===== config.mk =====
export PLATFORM = sky130hd
export DESIGN_NAME = packet_field_extractor_flat
export DESIGN_NICKNAME = d
export VERILOG_FILES = /design/src/rtl/packet_field_extractor_if.sv /design/src/rtl/packet_field_extractor.sv /design/src/flat_wrapper.sv
export SDC_FILE = /design/constraint.sdc
export NUM_CORES = 1
export LEC_CHECK = 0
export BUFFER_PORTS_ARGS = -buffer_cell sky130_fd_sc_hd__clkbuf_2
export CAP_MARGIN = 20
export CORE_UTILIZATION = 35
export CTS_CLUSTER_DIAMETER = 80
export DETAILED_ROUTE_END_ITERATION = 10
export GPL_ROUTABILITY_DRIVEN = 0
export PLACE_DENSITY = 0.55
export SETUP_SLACK_MARGIN = 0.2
export SLEW_MARGIN = 20
export SYNTH_ARGS = -nofsm -noshare
export SYNTH_HDL_FRONTEND = slang
export SYNTH_SLANG_ARGS = --single-unit

===== constraint.sdc =====
create_clock -name Clk -period 10.1 [get_ports Clk]
set_clock_uncertainty 0.1 [all_clocks]
set_input_delay 2.525 -clock Clk [delete_from_list [all_inputs] [get_ports Clk]]
set_output_delay 2.525 -clock Clk [all_outputs]
set_load 0.02 [all_outputs]

===== src/rtl/packet_field_extractor_if.sv =====
// Packet input stream and extracted-field result bus shared by the parser and its neighbours.
// The master drives beats and consumes results; the slave is the parser.
interface packet_field_extractor_if #(
  parameter int DATA_WIDTH     = 64,
  parameter int FIELD_NUMBER   = 4,
  parameter int FIELD_SIZE_MAX = 4
);
  localparam int MOD_W = $clog2(DATA_WIDTH / 8);

  logic                                   InBus_DataValid;
  logic                                   InBus_DataSop;
  logic                                   InBus_DataEop;
  logic [MOD_W-1:0]                       InBus_Mod;
  logic [DATA_WIDTH-1:0]                  InBus_Data;
  logic                                   InBus_DataRead;
  logic                                   OutBus_Ready;
  logic                                   OutBus_AllValues_Ready;
  logic [FIELD_NUMBER-1:0]                OutBus_Valid;
  logic [FIELD_NUMBER*FIELD_SIZE_MAX*8-1:0] OutBus_Field;
  logic [FIELD_NUMBER-1:0]                error_offset_or_size;

  modport master (
    output InBus_DataValid, InBus_DataSop, InBus_DataEop, InBus_Mod, InBus_Data, OutBus_Ready,
    input  InBus_DataRead, OutBus_AllValues_Ready, OutBus_Valid, OutBus_Field, error_offset_or_size
  );

  modport slave (
    input  InBus_DataValid, InBus_DataSop, InBus_DataEop, InBus_Mod, InBus_Data, OutBus_Ready,
    output InBus_DataRead, OutBus_AllValues_Ready, OutBus_Valid, OutBus_Field, error_offset_or_size
  );
endinterface


===== src/rtl/packet_field_extractor.sv =====
// Streaming header parser: captures FIELD_NUMBER byte fields at programmable offsets/sizes.
// Optional macro PKT_EXTRACT_STATS_EN adds handed-off packet and error counters.
module packet_field_extractor #(
  parameter int DATA_WIDTH     = 64,
  parameter int FIELD_NUMBER   = 4,
  parameter int FIELD_SIZE_MAX = 4,
  parameter int OFFSET_WIDTH   = 8,
  localparam int SEL_W  = (FIELD_NUMBER > 1) ? $clog2(FIELD_NUMBER) : 1,
  localparam int SIZE_W = $clog2(FIELD_SIZE_MAX + 1)
) (
  input  logic                     Clk,
  input  logic                     Rst_n,
  packet_field_extractor_if.slave  bus,
  input  logic                     Cfg_We,
  input  logic [SEL_W-1:0]         Cfg_Sel,
  input  logic [OFFSET_WIDTH-1:0]  Cfg_Offset,
  input  logic [SIZE_W-1:0]        Cfg_Size
`ifdef PKT_EXTRACT_STATS_EN
  ,
  output logic [31:0]              Stat_PktCnt,
  output logic [31:0]              Stat_ErrCnt
`endif
);
  localparam int BYTES = DATA_WIDTH / 8;
  localparam int MOD_W = $clog2(BYTES);
  localparam int OW    = OFFSET_WIDTH;

  typedef enum logic [1:0] {
    S_IDLE = 2'd0,
    S_BODY = 2'd1,
    S_HOLD = 2'd2
  } state_e;

  typedef logic [FIELD_NUMBER-1:0][FIELD_SIZE_MAX-1:0][7:0] fields_t;

  state_e                  state_q;
  logic                    read_q;
  logic                    rdy_q;
  logic [FIELD_NUMBER-1:0] vld_q;
  logic [FIELD_NUMBER-1:0] err_q;
  fields_t                 field_q;
  fields_t                 cap_q;
  fields_t                 cap_d;
  logic [OW-1:0]           cnt_q;

  logic [OW-1:0]     sh_off_q  [FIELD_NUMBER];
  logic [OW-1:0]     sh_off_d  [FIELD_NUMBER];
  logic [OW-1:0]     act_off_q [FIELD_NUMBER];
  logic [OW-1:0]     eff_off_s [FIELD_NUMBER];
  logic [SIZE_W-1:0] sh_sz_q   [FIELD_NUMBER];
  logic [SIZE_W-1:0] sh_sz_d   [FIELD_NUMBER];
  logic [SIZE_W-1:0] act_sz_q  [FIELD_NUMBER];
  logic [SIZE_W-1:0] eff_sz_s  [FIELD_NUMBER];

  logic                    accept_s;
  logic                    sop_s;
  logic                    eop_s;
  logic                    capture_s;
  logic                    handshake_s;
  logic [OW:0]             nb_s;
  logic [OW:0]             base_s;
  logic [OW:0]             end_s;
  logic [OW-1:0]           len_s;
  logic [FIELD_NUMBER-1:0] vld_s;

  assign accept_s    = bus.InBus_DataValid && read_q;
  assign sop_s       = accept_s && bus.InBus_DataSop;
  assign eop_s       = accept_s && bus.InBus_DataEop;
  assign capture_s   = accept_s && (sop_s || (state_q == S_BODY));
  assign handshake_s = (state_q == S_HOLD) && rdy_q && bus.OutBus_Ready;

  // Beat span in packet byte space; the running length saturates at the counter maximum.
  always_comb begin
    nb_s   = (bus.InBus_DataEop && (bus.InBus_Mod != MOD_W'(0))) ?
             (OW+1)'(bus.InBus_Mod) : (OW+1)'(BYTES);
    base_s = sop_s ? {(OW+1){1'b0}} : {1'b0, cnt_q};
    end_s  = base_s + nb_s;
    len_s  = end_s[OW] ? {OW{1'b1}} : end_s[OW-1:0];
  end

  // Shadow config writes; a Sop beat sees this cycle's write through the effective config.
  always_comb begin
    for (int i = 0; i < FIELD_NUMBER; i++) begin
      sh_off_d[i]  = (Cfg_We && (int'(Cfg_Sel) == i)) ? Cfg_Offset : sh_off_q[i];
      sh_sz_d[i]   = (Cfg_We && (int'(Cfg_Sel) == i)) ? Cfg_Size   : sh_sz_q[i];
      eff_off_s[i] = sop_s ? sh_off_d[i] : act_off_q[i];
      eff_sz_s[i]  = sop_s ? sh_sz_d[i]  : act_sz_q[i];
    end
  end

  // Byte capture: every field byte whose packet offset falls inside the current beat.
  always_comb begin
    logic [OW:0]      tgt_v;
    logic [OW:0]      idx_v;
    logic             hit_v;
    logic [MOD_W-1:0] bsel_v;
    cap_d  = sop_s ? '0 : cap_q;
    tgt_v  = {(OW+1){1'b0}};
    idx_v  = {(OW+1){1'b0}};
    hit_v  = 1'b0;
    bsel_v = {MOD_W{1'b0}};
    for (int i = 0; i < FIELD_NUMBER; i++) begin
      for (int j = 0; j < FIELD_SIZE_MAX; j++) begin
        tgt_v  = {1'b0, eff_off_s[i]} + (OW+1)'(j);
        idx_v  = tgt_v - base_s;
        bsel_v = idx_v[MOD_W-1:0];
        hit_v  = capture_s && (j < int'(eff_sz_s[i])) && (tgt_v >= base_s) &&
                 (tgt_v < end_s) && !tgt_v[OW];
        cap_d[i][j] = hit_v ? bus.InBus_Data[8*bsel_v +: 8] : cap_d[i][j];
      end
    end
  end

  // A field is good only with a legal size and an end inside the counted packet length.
  always_comb begin
    logic [OW:0] fend_v;
    fend_v = {(OW+1){1'b0}};
    for (int i = 0; i < FIELD_NUMBER; i++) begin
      fend_v   = {1'b0, eff_off_s[i]} + (OW+1)'(eff_sz_s[i]);
      vld_s[i] = (eff_sz_s[i] != SIZE_W'(0)) &&
                 (eff_sz_s[i] <= SIZE_W'(FIELD_SIZE_MAX)) &&
                 (fend_v <= {1'b0, len_s});
    end
  end

  // Packet FSM with capture state, config shadows and registered result outputs.
  always_ff @(posedge Clk or negedge Rst_n) begin
    if (!Rst_n) begin
      state_q <= S_IDLE;
      read_q  <= 1'b1;
      rdy_q   <= 1'b0;
      vld_q   <= '0;
      err_q   <= '0;
      field_q <= '0;
      cap_q   <= '0;
      cnt_q   <= '0;
      for (int i = 0; i < FIELD_NUMBER; i++) begin
        sh_off_q[i]  <= '0;
        sh_sz_q[i]   <= '0;
        act_off_q[i] <= '0;
        act_sz_q[i]  <= '0;
      end
    end else begin
      sh_off_q <= sh_off_d;
      sh_sz_q  <= sh_sz_d;

      case (state_q)
        S_IDLE: begin
          if (sop_s) begin
            state_q <= eop_s ? S_HOLD : S_BODY;
          end
        end
        S_BODY: begin
          if (eop_s) begin
            state_q <= S_HOLD;
          end
        end
        S_HOLD: begin
          if (handshake_s) begin
            state_q <= S_IDLE;
          end
        end
        default: begin
          state_q <= S_IDLE;
        end
      endcase

      if (capture_s) begin
        cnt_q <= len_s;
        cap_q <= cap_d;
        if (sop_s) begin
          act_off_q <= sh_off_d;
          act_sz_q  <= sh_sz_d;
        end
      end

      if (capture_s && eop_s) begin
        field_q <= cap_d;
        vld_q   <= vld_s;
        err_q   <= ~vld_s;
        rdy_q   <= 1'b1;
        read_q  <= 1'b0;
      end else if (handshake_s) begin
        field_q <= '0;
        vld_q   <= '0;
        err_q   <= '0;
        rdy_q   <= 1'b0;
        read_q  <= 1'b1;
      end
    end
  end

  assign bus.InBus_DataRead         = read_q;
  assign bus.OutBus_AllValues_Ready = rdy_q;
  assign bus.OutBus_Valid           = vld_q;
  assign bus.OutBus_Field           = field_q;
  assign bus.error_offset_or_size   = err_q;

`ifdef PKT_EXTRACT_STATS_EN
  logic [31:0] pkt_cnt_q;
  logic [31:0] err_cnt_q;

  // Results counted at the moment they are handed downstream.
  always_ff @(posedge Clk or negedge Rst_n) begin
    if (!Rst_n) begin
      pkt_cnt_q <= 32'd0;
      err_cnt_q <= 32'd0;
    end else if (handshake_s) begin
      pkt_cnt_q <= pkt_cnt_q + 32'd1;
      if (|err_q) begin
        err_cnt_q <= err_cnt_q + 32'd1;
      end
    end
  end

  assign Stat_PktCnt = pkt_cnt_q;
  assign Stat_ErrCnt = err_cnt_q;
`endif
endmodule


===== src/flat_wrapper.sv =====
// flat-port wrapper written by rule: the top's interface ports become plain ports
module packet_field_extractor_flat 
#(
  parameter int DATA_WIDTH     = 64,
  parameter int FIELD_NUMBER   = 4,
  parameter int FIELD_SIZE_MAX = 4,
  parameter int OFFSET_WIDTH   = 8,
  localparam int SEL_W  = (FIELD_NUMBER > 1) ? $clog2(FIELD_NUMBER) : 1,
  localparam int SIZE_W = $clog2(FIELD_SIZE_MAX + 1)
)
  (Clk, Rst_n, Cfg_We, Cfg_Sel, Cfg_Offset, Cfg_Size, bus_InBus_DataValid, bus_InBus_DataSop, bus_InBus_DataEop, bus_InBus_Mod, bus_InBus_Data, bus_OutBus_Ready, bus_InBus_DataRead, bus_OutBus_AllValues_Ready, bus_OutBus_Valid, bus_OutBus_Field, bus_error_offset_or_size);
  packet_field_extractor_if #(.DATA_WIDTH(DATA_WIDTH), .FIELD_NUMBER(FIELD_NUMBER), .FIELD_SIZE_MAX(FIELD_SIZE_MAX)) bus_i ();
  input  logic Clk;
  input  logic Rst_n;
  input  logic Cfg_We;
  input  logic [SEL_W-1:0] Cfg_Sel;
  input  logic [OFFSET_WIDTH-1:0] Cfg_Offset;
  input  logic [SIZE_W-1:0] Cfg_Size;
  input wire logic [$bits(bus_i.InBus_DataValid)-1:0] bus_InBus_DataValid;
  input wire logic [$bits(bus_i.InBus_DataSop)-1:0] bus_InBus_DataSop;
  input wire logic [$bits(bus_i.InBus_DataEop)-1:0] bus_InBus_DataEop;
  input wire logic [$bits(bus_i.InBus_Mod)-1:0] bus_InBus_Mod;
  input wire logic [$bits(bus_i.InBus_Data)-1:0] bus_InBus_Data;
  input wire logic [$bits(bus_i.OutBus_Ready)-1:0] bus_OutBus_Ready;
  output wire logic [$bits(bus_i.InBus_DataRead)-1:0] bus_InBus_DataRead;
  output wire logic [$bits(bus_i.OutBus_AllValues_Ready)-1:0] bus_OutBus_AllValues_Ready;
  output wire logic [$bits(bus_i.OutBus_Valid)-1:0] bus_OutBus_Valid;
  output wire logic [$bits(bus_i.OutBus_Field)-1:0] bus_OutBus_Field;
  output wire logic [$bits(bus_i.error_offset_or_size)-1:0] bus_error_offset_or_size;
  assign bus_i.InBus_DataValid = bus_InBus_DataValid;
  assign bus_i.InBus_DataSop = bus_InBus_DataSop;
  assign bus_i.InBus_DataEop = bus_InBus_DataEop;
  assign bus_i.InBus_Mod = bus_InBus_Mod;
  assign bus_i.InBus_Data = bus_InBus_Data;
  assign bus_i.OutBus_Ready = bus_OutBus_Ready;
  assign bus_InBus_DataRead = bus_i.InBus_DataRead;
  assign bus_OutBus_AllValues_Ready = bus_i.OutBus_AllValues_Ready;
  assign bus_OutBus_Valid = bus_i.OutBus_Valid;
  assign bus_OutBus_Field = bus_i.OutBus_Field;
  assign bus_error_offset_or_size = bus_i.error_offset_or_size;
  packet_field_extractor #(.DATA_WIDTH(DATA_WIDTH), .FIELD_NUMBER(FIELD_NUMBER), .FIELD_SIZE_MAX(FIELD_SIZE_MAX), .OFFSET_WIDTH(OFFSET_WIDTH)) u_core (.Clk(Clk), .Rst_n(Rst_n), .bus(bus_i), .Cfg_We(Cfg_We), .Cfg_Sel(Cfg_Sel), .Cfg_Offset(Cfg_Offset), .Cfg_Size(Cfg_Size));
endmodule

======== Yosys cells after proc, flatten, opt, wreduce, memory -nomap -nowiden ========
Index checks and enable logic that the tools add are counted.
operators by class
  $lt $le $gt $ge ......................... 56
  bitwise operators ....................... 1
  reduce and logical (&&, ||, !) cells .... 103
  equality and inequality tests ........... 8
  add/subtract/negate cells ............... 33
  multiplexer cells ....................... 50
  shift-type cells ........................ 16
operators by type and width
  cell                 number
  $shiftx 64x7->8      16
  $mux 128             3
  $mux 8               26
  $ge 9x8->1           12
  $lt 9x9->1           12
  $logic_and 1x1->1    80
  $add 8x2->9 const B  8
  $sub 3x3->3          16
  $add 8x1->9 const B  4
  $add 8x3->9          4
  $le 9x8->1           4
  $lt 8x9->1           4
  $ge 8x8->1           4
  $lt 1x3->1 const A   8
  $lt 2x3->1 const A   8
  $mux 3               8
  $mux 4               4
  $reduce_bool 3->1    5
  $le 3x3->1 const B   4
  $logic_not 1->1      12
  $add 8x4->9          1
  $mux 2               4
  $eq 2x2->1 const B   3
  $ne 2x1->1 const B   3
  9 further kinds      14
storage, ports and cells
  bits of input ports ..................... 87
  output and inout port bits .............. 138
  register bits after elaboration ......... 364
  logic and storage cells ................. 321

======== Depth between registers and ports, before layout ========
  word-level depth ........................ 11
  gate-level depth with buffers ........... 26
  mapped depth without buffers ............ 19

======== Worst setup path after synthesis ========
OpenSTA, ideal clock, no wires.
  kind .................................... input -> register
  from .................................... input bus_InBus_DataValid
  to ...................................... register u_core.field_q, in the netlist u_core.bus.OutBus_Field[126]
  required time ........................... 9.879 ns
  setup time .............................. 0.121 ns
  buffers on the path ..................... 7
  path slack .............................. 0.971 ns
  arrival time ............................ 8.908 ns
  stages .................................. 24
  cells stage by stage .................... nand3_1 buf_2 clkbuf_1 buf_2 buf_2 clkbuf_1 buf_1 clkbuf_1 nand2_1 inv_1 ha_1 a41oi_1 o41ai_2 xnor2_1 ha_1 a2111oi_0 nand2_1 or3_1 a31o_2 o22ai_1 a221oi_1 a211oi_4 mux2i_1 a22o_1
between the ends
  longest elaborated chain between the ends .. 10
  elaborated cells on any way between the ends .. 25
  classes of those cells .................. add/sub (3); order compare (3); shift (1); mux (6); reduce/logical (12)
ends and longest elaborated chain
  what                                                                 RTL line                       source
  start: declaration                                                   flat_wrapper.sv:19             input wire logic [$bits(bus_i.InBus_DataValid)-1:0] bus_InBus_DataValid;
  $logic_and 1x1->1 *                                                  packet_field_extractor.sv:66   assign accept_s = bus.InBus_DataValid && read_q;
  parallel branches: the longest is 9 deep, another holds $add 8x2->9  n/a
  end signal: assignment                                               packet_field_extractor.sv:178  field_q <= cap_d;
  end: declaration                                                     packet_field_extractor.sv:41   fields_t field_q;
Mark *: on every way between the ends.
A chain may end at the register's enable or synchronous reset.

==> reports/results.ini <==
[synth]
ys.flop_type=dfrtp_1
synth-adder-area-share_pct=11.3
synth_xor_area_share_pct=3.62
synthCells=2927
ys_seq_elements=364
async_flop_share_pct=100
synth.avg_cell_area_um2=10.4
synth_top_family_by_area=multiplexers
yosysWarnings=0
yosysUniqueCellTypes=103
synth_mux_area_share_pct=25.4
synth_fp_nets=3278
synth-compound-area-share_pct=14.5
seq_area_frac_synth_pct=29.9
syn_area_um2=30400
synth_edf_count=0
synth-simple-area-share_pct=10.4

[setup_path]
crit_buf_inv=1
arrival_ps=7920
slowest_stage=a211oi_4
crit_top_cell=ha_1
cp-start-kind=input port
max_stage_delay_ps=710
crit_chain=clkbuf_2 -> nand3_2 -> a21o_1 -> or2_2 -> o21ai_0 -> ha_1 -> nor3b_1 -> nor2_1 -> xnor2_1 -> ha_1 -> a2111oi_0 -> nand2_1 -> or3_1 -> a31o_2 -> o22ai_1 -> a221oi_1 -> a211oi_4 -> mux2i_1 -> a22o_1
crit_type=in -> reg
path_max_fanout=18
critical_path_required_ps=10500
cp-end-kind=flip-flop
path_delay_family=compound AO/OA/AOI/OAI gates
worst-path-stages=19
worst-r2r-cell-count=19

[die]
dieArea_um2=88200
std_cell_rows=107
die_x_um=297
die_h_um=297
io_pins=225
core_um2=85700
initial_core_util_pct=35.5

[cts]
post_cts_resized=0
numCtsBuffers=48
clkSinkCount=364
path_clk_slew_ps=60
root_buffer=clkbuf_16
clk_path_buf_depth=3
h-tree-depth=2
holdBufCountCts=0
post_cts_buffers=0
clk_latency_ps=620
cts_tree=built

[global_routing]
grt_pass1_vias=24900
grt_pass1_wl_um=173000
grt_max_degree=140
overflow=0
grt_use_total_pct=26.3
antenna_found_initial=3

[final_layout]
layout.nets=3368
area_growth_syn_to_layout_pct=11.9
drive_above_1_share_pct=20.4
fin_util_pct=39.8

[sta]
min_period_ps=7520
hold_viol=0
slew_violations=0
finalSetupTns_ps=0
relSlewSlack_pct=25.2
max_freq_mhz=133
period_share_pct=74.5
worstMarginPinSlew_ps=1120
rsz0062_at_grt=no
setup_viol=0

[status]
outcome=finished, final reports clean

[job]
max_cap_violations=0

[detailed_routing]
wl_um=119000
vias_per_cell=6.05
routedWlPerCell_um=28.3
drc_errors=0
first_iter_violations=2647
vias=25400
antenna_left=0
first_pass_iters=5

[placed_design]
dp_hpwl_um=84200
io_buffers=224

[worst_hold_path]
whs_path_depth=2
hold_class=reg -> reg

[worst reg2reg max path, stage by stage, from the launching register on]
cell	delay, ps
dfstp_2	630
nand3_4	140
buf_4	350
nand2_1	190
inv_1	60
ha_1	380
inv_1	70
o41ai_2	530
xnor2_2	160
buf_4	320
ha_1	320
a2111oi_0	550
nand2_1	90
or3_1	330
a31o_2	250
o22ai_1	130
a221oi_1	160
a211oi_4	710
mux2i_1	220
a22o_1	220
[path summary, 6_finish.rpt]
path,startpoint,end,slack (ps)
max,Cfg_Sel[0],u_core.bus.OutBus_Field[123]$_DFFE_PN0P_,2580
min reg2reg,u_core.sh_off_q[5]$_DFF_PN0_,u_core.sh_off_q[5]$_DFF_PN0_,370
min,u_core.sh_off_q[5]$_DFF_PN0_,u_core.sh_off_q[5]$_DFF_PN0_,370
max in group asynchronous,Rst_n,u_core.cap_q[83]$_DFFE_PN0P_,6740
max reg2reg,u_core.bus.InBus_DataRead$_DFFE_PN1P_,u_core.bus.OutBus_Field[123]$_DFFE_PN0P_,4080
min in group asynchronous,Rst_n,u_core.act_sz_q[11]$_DFFE_PN0P_,1820
[kinds of logic after synthesis]
| family | Yosys count |
|---|---|
| AOI/OAI and AO/OA | 593 |
| xor gates and xnor gates | 124 |
| adders and majority gates | 276 |
| buffers and inverters | 359 |
| DFF | 364 |
| muxes | 565 |
| and+or+nand+nor | 646 |
[cell type report]
class                           count  area [µm²]
Antenna cell                        1        2.50
Sequential cell                   364        9110
Multi-Input combinational cell   2204       20000
Clock inverter                     15         170
Clock buffer                       68        1360
Tap cell                         1144        1430
Timing Repair Buffer              269        1490
Fill cell                        8489       51600
Inverter                          130         488
[synthesized netlist by cell type (19+ instances only)]
cell,n,area share (%)
a211oi_1,19,0.47
a21o_1,83,2.0
a21oi_1,91,1.5
a22o_1,73,2.1
a31oi_1,22,0.45
and3_1,68,1.4
buf_1,31,0.38
buf_2,26,0.43
clkbuf_1,161,2.0
dfrtp_1,363,30
ha_1,260,11
inv_1,126,1.6
mux2_2,39,1.4
mux2i_1,360,12
mux4_2,160,12
nand2_1,254,3.1
nand3_1,60,0.99
nor2_1,104,1.3
nor3_1,37,0.61
o21a_1,48,1.2
o21ai_0,79,1.3
o221ai_1,20,0.58
xnor2_1,99,2.8
xor2_1,23,0.66
[placed cells by master (no fill, tap or decap), types with 37 or more instances in the layout]
cell type and instances:
a22o_1 73, xnor2_1 90, a21oi_1 91, o21ai_0 78
buf_4 42, clkbuf_2 223, a21o_1 83, inv_1 126
nand2_1 253, nor3_1 37, ha_1 253, mux2_2 39
nor2_1 104, mux4_2 160, clkbuf_16 48, nand3_1 59
and3_1 67, o21a_1 48, mux2i_1 360, dfrtp_1 363
[metrics by stage]
| step | instance area (µm²) | setup WS, ps | hold WS [ps] | cells |
|---|---|---|---|---|
| final | 34100 | 2580 | 369 | 4195 |
| after global routing | 34100 | 2140 | 405 | 4195 |
| after CTS | 34000 | 2700 | 369 | 4193 |
| after detailed placement | 32500 | 2060 | 355 | 4110 |
| after global placement | 32500 | 2090 | 351 | 4110 |
| after floorplan | 30400 | 971 | 333 | 2927 |
[flip-flops by register name, indices dropped and copies added, names as in the netlist]
signal / count
u_core.sh_sz_q: 12
u_core.act_sz_q: 12
u_core.cnt_q: 8
u_core.bus.OutBus_Valid: 4
u_core.bus.OutBus_Field: 128
u_core.bus.InBus_DataRead: 1
u_core.bus.OutBus_AllValues_Ready: 1
u_core.act_off_q: 32
u_core.sh_off_q: 32
u_core.cap_q: 128
u_core.state_q: 2
u_core.bus.error_offset_or_size: 4
[per-layer routing]
layer  global-route usage [%]  routed length (µm)  up-vias
met3                     5.24               10400      334
li1                         -                   -    11200
met5                        0                  13        -
met4                     12.1                6200        2
met2                     40.5               52500     1374
met1                     35.4               49700    12500
Power is not shown: default switching activity piles up to over one toggle a cycle in this logic, so the estimate is an artifact.
